--- src/rtl/usr_pkg.sv ---
// rtl/usr_pkg.sv - op codes, FSM states and op helpers for universal_shift_reg
package usr_pkg;

  localparam logic [2:0] OP_NOP   = 3'd0;
  localparam logic [2:0] OP_LOAD  = 3'd1;
  localparam logic [2:0] OP_SHL   = 3'd2;
  localparam logic [2:0] OP_SHR   = 3'd3;
  localparam logic [2:0] OP_ROL   = 3'd4;
  localparam logic [2:0] OP_ROR   = 3'd5;
  localparam logic [2:0] OP_CLEAR = 3'd6;

  typedef enum logic {
    ST_IDLE = 1'b0,
    ST_RUN  = 1'b1
  } state_t;

  // Shift/rotate ops are the only ones that take a count.
  function automatic logic is_step_op(input logic [2:0] op);
    return (op == OP_SHL) || (op == OP_SHR) || (op == OP_ROL) || (op == OP_ROR);
  endfunction

endpackage

--- src/rtl/usr_step.sv ---
// rtl/usr_step.sv - one-bit shift/rotate next-value function
module usr_step
  import usr_pkg::*;
#(
  parameter int WIDTH = 8
) (
  input  logic [WIDTH-1:0] q,
  input  logic [2:0]       op,
  input  logic             serial_in_l,
  input  logic             serial_in_r,
  output logic [WIDTH-1:0] q_next
);

  always_comb begin
    q_next = q;
    case (op)
      OP_SHL:  q_next = {q[WIDTH-2:0], serial_in_r};
      OP_SHR:  q_next = {serial_in_l, q[WIDTH-1:1]};
      OP_ROL:  q_next = {q[WIDTH-2:0], q[WIDTH-1]};
      OP_ROR:  q_next = {q[0], q[WIDTH-1:1]};
      default: q_next = q;
    endcase
  end

endmodule

--- src/rtl/universal_shift_reg.sv ---
// rtl/universal_shift_reg.sv - width-generic load/clear/shift/rotate register, one bit per cycle
// Optional abort input/aborted pulse when USR_ABORT_EN is defined.
module universal_shift_reg
  import usr_pkg::*;
#(
  parameter int WIDTH = 8,
  parameter int AMT_W = $clog2(WIDTH) + 1
) (
  input  logic             clk,
  input  logic             rst,
  input  logic             cmd_valid,
  output logic             cmd_ready,
  input  logic [2:0]       cmd_op,
  input  logic [AMT_W-1:0] cmd_amt,
  input  logic [WIDTH-1:0] parallel_in,
  input  logic             serial_in_l,
  input  logic             serial_in_r,
  output logic [WIDTH-1:0] parallel_out,
  output logic             serial_out_l,
  output logic             serial_out_r,
  output logic             busy,
  output logic             done
`ifdef USR_ABORT_EN
  ,
  input  logic             abort,
  output logic             aborted
`endif
);

  state_t           state_q, state_d;
  logic [AMT_W-1:0] count_q, count_d;
  logic [2:0]       op_q, op_d;
  logic [WIDTH-1:0] data_q, data_d;
  logic             done_q, done_d;
  logic [2:0]       step_op;
  logic [WIDTH-1:0] step_val;
  logic             abort_req;

`ifdef USR_ABORT_EN
  logic aborted_q, aborted_d;
  assign abort_req = abort;
  assign aborted   = aborted_q;
`else
  assign abort_req = 1'b0;
`endif

  // The accept edge steps with the incoming op; later edges use the latched one.
  assign step_op = (state_q == ST_RUN) ? op_q : cmd_op;

  usr_step #(.WIDTH(WIDTH)) u_step (
    .q           (data_q),
    .op          (step_op),
    .serial_in_l (serial_in_l),
    .serial_in_r (serial_in_r),
    .q_next      (step_val)
  );

  always_comb begin
    state_d = state_q;
    count_d = count_q;
    op_d    = op_q;
    data_d  = data_q;
    done_d  = 1'b0;
`ifdef USR_ABORT_EN
    aborted_d = 1'b0;
`endif
    case (state_q)
      ST_IDLE: begin
        if (cmd_valid) begin
          op_d = cmd_op;
          if (cmd_op == OP_LOAD) begin
            data_d = parallel_in;
            done_d = 1'b1;
          end else if (cmd_op == OP_CLEAR) begin
            data_d = '0;
            done_d = 1'b1;
          end else if (is_step_op(cmd_op) && (cmd_amt != '0)) begin
            data_d = step_val;
            if (cmd_amt == AMT_W'(1)) begin
              done_d = 1'b1;
            end else begin
              state_d = ST_RUN;
              count_d = cmd_amt - AMT_W'(1);
            end
          end else begin
            done_d = 1'b1;
          end
        end
      end
      ST_RUN: begin
        if (abort_req) begin
          state_d = ST_IDLE;
          count_d = '0;
`ifdef USR_ABORT_EN
          aborted_d = 1'b1;
`endif
        end else begin
          data_d  = step_val;
          count_d = count_q - AMT_W'(1);
          if (count_q == AMT_W'(1)) begin
            state_d = ST_IDLE;
            done_d  = 1'b1;
          end
        end
      end
      default: state_d = ST_IDLE;
    endcase
  end

  always_ff @(posedge clk or negedge rst) begin
    if (!rst) begin
      state_q <= ST_IDLE;
      count_q <= '0;
      op_q    <= OP_NOP;
      data_q  <= '0;
      done_q  <= 1'b0;
`ifdef USR_ABORT_EN
      aborted_q <= 1'b0;
`endif
    end else begin
      state_q <= state_d;
      count_q <= count_d;
      op_q    <= op_d;
      data_q  <= data_d;
      done_q  <= done_d;
`ifdef USR_ABORT_EN
      aborted_q <= aborted_d;
`endif
    end
  end

  assign cmd_ready    = (state_q == ST_IDLE);
  assign busy         = (state_q == ST_RUN);
  assign done         = done_q;
  assign parallel_out = data_q;
  assign serial_out_l = data_q[WIDTH-1];
  assign serial_out_r = data_q[0];

endmodule

--- config.mk ---
export PLATFORM = sky130hd
export DESIGN_NAME = universal_shift_reg
export DESIGN_NICKNAME = d
export VERILOG_FILES = /design/src/rtl/usr_pkg.sv /design/src/rtl/usr_step.sv /design/src/rtl/universal_shift_reg.sv
export SDC_FILE = /design/constraint.sdc
export NUM_CORES = 1
export LEC_CHECK = 0
export ABC_AREA = 1
export BUFFER_PORTS_ARGS = -buffer_cell sky130_fd_sc_hd__clkbuf_2
export CAP_MARGIN = 20
export CELL_PAD_IN_SITES_DETAIL_PLACEMENT = 0
export CELL_PAD_IN_SITES_GLOBAL_PLACEMENT = 2
export CORE_AREA = 2 2 78 80
export DETAILED_ROUTE_END_ITERATION = 8
export DIE_AREA = 0 0 80 82
export PLACE_DENSITY = 0.69
export SLEW_MARGIN = 10
export SYNTH_ARGS = -nofsm -noshare
export SYNTH_HDL_FRONTEND = slang
export SYNTH_HIERARCHICAL = 1
export SYNTH_SLANG_ARGS = --single-unit
--- constraint.sdc ---
create_clock -name clk -period 1.8 [get_ports clk]
set_input_delay 0.09 -clock clk [delete_from_list [all_inputs] [get_ports clk]]
set_output_delay 0.09 -clock clk [all_outputs]
set_load 0.01 [all_outputs]
==> metrics, run 1 <==
remaining global-route overflow=0; vias per cell=between 4 and 5; Tightest Pin Transition=approximately 0.46 ns; worst clock skew=roughly 0.0013 ns; final worst slack=roughly 0.20 ns; core area=5750 um^2; clock sinks=17; row cnt=28; Routed WL=3880 um; Reg2Reg Depth=9; via count=approximately 1400; pre-CTS setup slack=0.165 ns; share of layout cells above drive strength 1=between 20% and 30%; CTS tree=built; met1 Use GR=~18%; Post-Synthesis Net Count=about 240; Layout fillers=between 600 and 700; hold wc startpoint=parallel_in[3]; WHS Path Cells=5; outcome=completed; YS warnings=6; Pre-antenna DRT Iters=4; most common cell after layout, fill and taps aside=nand2_1; FMAX=~620 MHz; Clock Tree Root=clkbuf_8; most frequent cells in the layout=76 x nand2_1, 49 x nand3_1, 32 x clkbuf_2; ANT cells=0; antenna-violating nets left=0; crit path launch type=flop; Crit Path Category=reg -> reg; Arr. time, crit path=1.80 ns; PD cells=1520 nW/um^2; number of global-route vias before repair=roughly 1400; min Tclk post-route=roughly 1.6 ns; # DRC=0; Post-CTS Setup Bufs=0; GRT Resource Usage Total=13.0%; R2R Path Start=busy; WHS=between 0.1 and 0.15 ns; die height=82 um; WL/cell=roughly 12 um; met2 global-route usage=a little over a fifth; Reg clk slew, reported paths=about 0.070 ns; Starting DRT DRC Count=between 90 and 100; DIE WIDTH=about 80 um; Final Cycle Share=between 80% and 90%; Synth top area share=29.8%; largest net degree at the start of global routing=18; layer carrying the most global-route usage=met2; Area Overhead vs Synth=23.2%; crit path from=busy; Critical Path Fanout Max=8; I/O pin count=33; Crit. End Element=flop; hpwl dp=roughly 2900 um; IR drop worst, VDD=roughly 0.00038 V; final RePlAce weighted congestion=0.774; Synth area leader=dfrtp_1; Clock Path Buffers=2; post-layout util=30.6%; post-synthesis cell type count=24; fin cells=around 320; post-layout power=2.67 mW; input/output buffers=32; max cap viols=0; Finish-stage setup viols=0; largest cells by area after synthesis=dfrtp_1 30%, nand2_1 21%, nand3_1 17%, inv_1 4.7%, ha_1 4.4%; Fin. Hold Viols=0; Num CTS Buffers=3; Die ar.=roughly 6600 um^2; met3 GRT Util=roughly 1.4%; required time worst endpoint=about 2.0 ns; Slew Viols, Final=0; synthesized area per cell=6.76 um^2; placed cells=approximately 320; clk_lat worst skew=0.25 ns; first-pass GRT wire length=between 6000 and 7000 um; placed cell area=1680 um^2; Starting Density=24.8%; sequential share of the synthesized area=29.8%; antenna violations before repair=0; Synth Register Bits=17; H-tree level count=1; relative max-transition margin=approximately 70%; post-synthesis cell area=between 1000 and 1500 um^2; Final TNS setup=0 ns; Gate Count Post-Synth=about 210; Hold WC Path Type=in -> reg; design area=around 1800 um^2; P_leak=~0.94 nW; # nets final=272
logic make-up (layout without fill, tap and decap cells):
kind of cell               Yosys count  after routing  share of synthesized area (%)
AOI/OAI and AO/OA                    9              9                           3.60
adders and majority gates            5              5                           4.39
buffers and inverters               27             62                           8.77
DFF                                 17             17                           29.8
muxes                                1              1                          0.702
and+or+nand+nor                    152            152                           52.7
layout make-up:
class | instances | area [um^2] | share of cell area (%)
clock buffers | 3 | 41.3 | 2.35
well taps | 75 | 93.8 | 5.34
inverters | 22 | 90.1 | 5.12
flip-flops and latches | 17 | 427 | 24.3
multi-input cells | 167 | 908 | 51.7
clock inverters | 1 | 5.00 | 0.285
repair buffers | 36 | 193 | 11.0
state kept, by name, summed over array words and instances, names as in the netlist:
signal	flops
parallel_out	8
count_q	4
done	1
op_q	3
busy	1
timing repair:
item | CTS | global route
hold endpoints to repair | 17 | 0
gates resized for setup | 0 | 6
endpoints found under the setup margin | 0 | 8
hold buffers | 1 | 0
metal layers:
| layer | up-vias | wire length, um | share of wire (%) |
|---|---|---|---|
| met5 | - | 0 | 0 |
| met4 | 0 | 33 | 0.85 |
| met3 | 2 | 126 | 3.3 |
| met2 | 19 | 1800 | 46 |
| met1 | 659 | 1910 | 49 |
| li1 | 755 | - | - |
synth_stat cells:
cell type / n
o21ai_1: 3
nand4_1: 3
inv_1: 18
nand3_4: 3
nand2_1: 78
o21ai_0: 4
nand2_2: 2
nand2_4: 3
or2_2: 2
inv_2: 2
a21oi_2: 1
nand3_1: 49
buf_4: 4
dfrtp_1: 17
buf_2: 1
nor2_1: 8
mux2i_1: 1
nand3_2: 1
nand4_4: 1
nor2_4: 2
a21boi_1: 1
ha_1: 5
clkinv_4: 1
inv_4: 1
critical path, stage by stage (launching register included):
cell and delay [ns]:
dfrtp_2 0.48, o21ai_4 0.25, inv_2 0.08, nand2_1 0.23
nand3_1 0.12, nand3_1 0.10, nand3_1 0.09, nand2_1 0.07
nand3_1 0.06, nand2_1 0.07
worst paths after layout:
check	slack (ns)	to
min in group asynchronous	0.32	parallel_out[2]
max in group asynchronous	1.14	busy
worst max register to register	0.20	parallel_out[7]
worst max-delay path	0.20	parallel_out[7]
worst min-delay path	0.15	parallel_out[3]
worst min register to register	0.50	op_q[0]
power breakdown:
group	switching (mW)	total [mW]	internal, mW	leakage [nW]
Sequential	0.178	0.723	0.545	0.214
Clock	0.143	0.297	0.154	0.0255
Combinational	1.03	1.65	0.625	0.704
Total	1.35	2.67	1.32	0.944
Power figures use the tool's default switching activity.
==> run 2, diff against run 1 <==
- CORE_AREA: 2 2 78 80 -> 2 2 74 76
- CTS_CLUSTER_DIAMETER: not set -> 40
- DIE_AREA: 0 0 80 82 -> 0 0 76 78
- PLACE_DENSITY: 0.69 -> 0.73
- RECOVER_POWER: not set -> 100
- clock period: 1.8 -> 1.6 ns (I/O delays scaled with it)
==> run 2 against run 1 <==
Net effect:
- via count is 2.2% higher
- power is 24% higher
- cell count is 0.93% lower
- first-iteration DRC count is 43% lower
- global-route usage is 0.87 points higher
- sequential power is 9.8% higher
==> metrics, run 2 (same netlist as run 1, synthesis figures left out) <==
max cap viols=0; DIE WIDTH=about 76 um; WHS=~0.14 ns; Reg clk slew, reported paths=0.07 ns; logic gate share of total power=about 66%; IR drop worst, VDD=about 0.00062 V; fin cells=between 300 and 400; # DRC=0; Arr. time, crit path=~1.7 ns; required time worst endpoint=between 1.5 and 2 ns; WL/cell=~12 um; Pint=~1.6 mW; hpwl dp=around 2900 um; crit path launch type=flop; P_leak=0.976 nW; Final Cycle Share=between 90% and 100%; antenna-violating nets left=0; outcome=completed; placed cells=around 310; Routed WL=3900 um; unrepaired setup endpoints after global routing=yes; H-tree level count=1; multi-input combinational cell area=between 1000 and 1500 um^2; # nets final=about 270; worst clock skew=about 0.0017 ns; Crit. End Element=flop; Hold WC Path Type=in -> reg; clock sinks=17; min Tclk post-route=1.58 ns; remaining global-route overflow=0; die height=78 um; I/O pin count=33; relative max-transition margin=roughly 33%; Slew Viols, Final=0; Layout fillers=~580; number of global-route vias before repair=between 1000 and 1500; Starting Density=around 28%; via count=1467; sequential share of power=a little under a quarter; Num CTS Buffers=3; Clock Tree Root=clkbuf_8; Clock Path Buffers=2; Crit Path Category=reg -> reg; Pre-antenna DRT Iters=4; row cnt=26; vias per cell=about 4.6; Final TNS setup=0 ns; Starting DRT DRC Count=55; Fin. Hold Viols=0; clk_lat worst skew=around 0.26 ns; share of layout cells above drive strength 1=35.1%; GRT Resource Usage Total=about 14%; clock power share=about a tenth; Die ar.=slightly below 6000 um^2; most frequent cells in the layout=63 x nand2_1, 37 x nand3_1, 26 x clkbuf_2; final RePlAce weighted congestion=0.786; Critical Path Fanout Max=6; CTS tree=built; post-layout power=around 3.3 mW; Tightest Pin Transition=approximately 1.0 ns; PD cells=~1800 nW/um^2; first-pass GRT wire length=6730 um; Reg area=425 um^2; Finish-stage setup viols=0; Area Overhead vs Synth=31.8%; core area=5040 um^2; most common cell after layout, fill and taps aside=nand2_1; input/output buffers=32; number of flip-flops in the largest register=8; ANT cells=0; FMAX=around 630 MHz; switching pwr=approximately 1.7 mW; largest net degree at the start of global routing=18; antenna violations before repair=0; switching share of power=about half
## run 2: cell types whose count changed in the layout (fill, tap and decap cells not counted), moves of 2 or more
cell	previous run	this run
clkbuf_1	0	6
clkbuf_2	32	26
nand3_2	1	13
inv_2	2	4
nand2_2	3	14
nand2_1	76	63
nand3_1	49	37
inv_1	18	16
nand2_4	4	6
## run 2: metrics by stage
stage                     cell area [um^2]  utilization (%)  setup slack [ns]
after floorplan                       1480                -           0.00215
final                                 1880             37.3            0.0181
after global placement                1720             34.0            0.0195
after global routing                  1880             37.3            -0.115
after detailed placement              1720             34.0            0.0323
after CTS                             1770             35.2           0.00827
## run 2: layout make-up
class | count | area share, %
sequential | 17 | 22.6
multi-input combinational | 167 | 54.5
clock inverter | 1 | 0.399
tap | 70 | 4.66
inverter | 22 | 4.79
timing repair buffer | 38 | 10.8
clock buffer | 3 | 2.20
## run 2: what timing repair did
item                                   in CTS  in global routing
setup endpoints to repair                   0                  8
hold buffers                                1                  0
resized for setup                           0                 32
endpoints found under the hold margin      17                  0
buffers inserted                            0                  0
## run 2: final timing paths
path	slack, ns	from	endpoint	depth (start not counted)
worst max-delay path	0.02	busy	parallel_out[5]	11
worst min-delay path	0.14	cmd_amt[0]	count_q[0]	4
worst max register to register	0.02	busy	parallel_out[5]	11
worst min register to register	0.51	op_q[2]	op_q[2]	2
max in group asynchronous	0.48	rst	parallel_out[1]	2
min in group asynchronous	0.51	rst	count_q[3]	2
## run 2: critical path, cell delays in order (launching register included)
cell and delay [ns]:
dfrtp_1 0.40, buf_6 0.14, o21ai_4 0.26, inv_2 0.11
nand3_2 0.10, nand2_4 0.09, nand2_1 0.07, nand3_1 0.07
nand3_1 0.08, nand2_1 0.05, nand3_1 0.06, nand2_1 0.05
## run 2: power by group through the flow
stage | Combinational, mW | Sequential, mW | Clock (mW)
CTS | 1.94 | 0.788 | 0.357
finish | 2.19 | 0.794 | 0.342
global route | 2.46 | 0.828 | 0.371
floorplan | 1.46 | 0.782 | 0
global placement | 1.95 | 0.797 | 0
detailed placement | 1.93 | 0.794 | 0
## run 2: metal layers
metal	wire (um)	track usage, %
met5	0	0
met4	51	5.09
met3	113	1.63
met2	1780	22.3
met1	1960	19.2
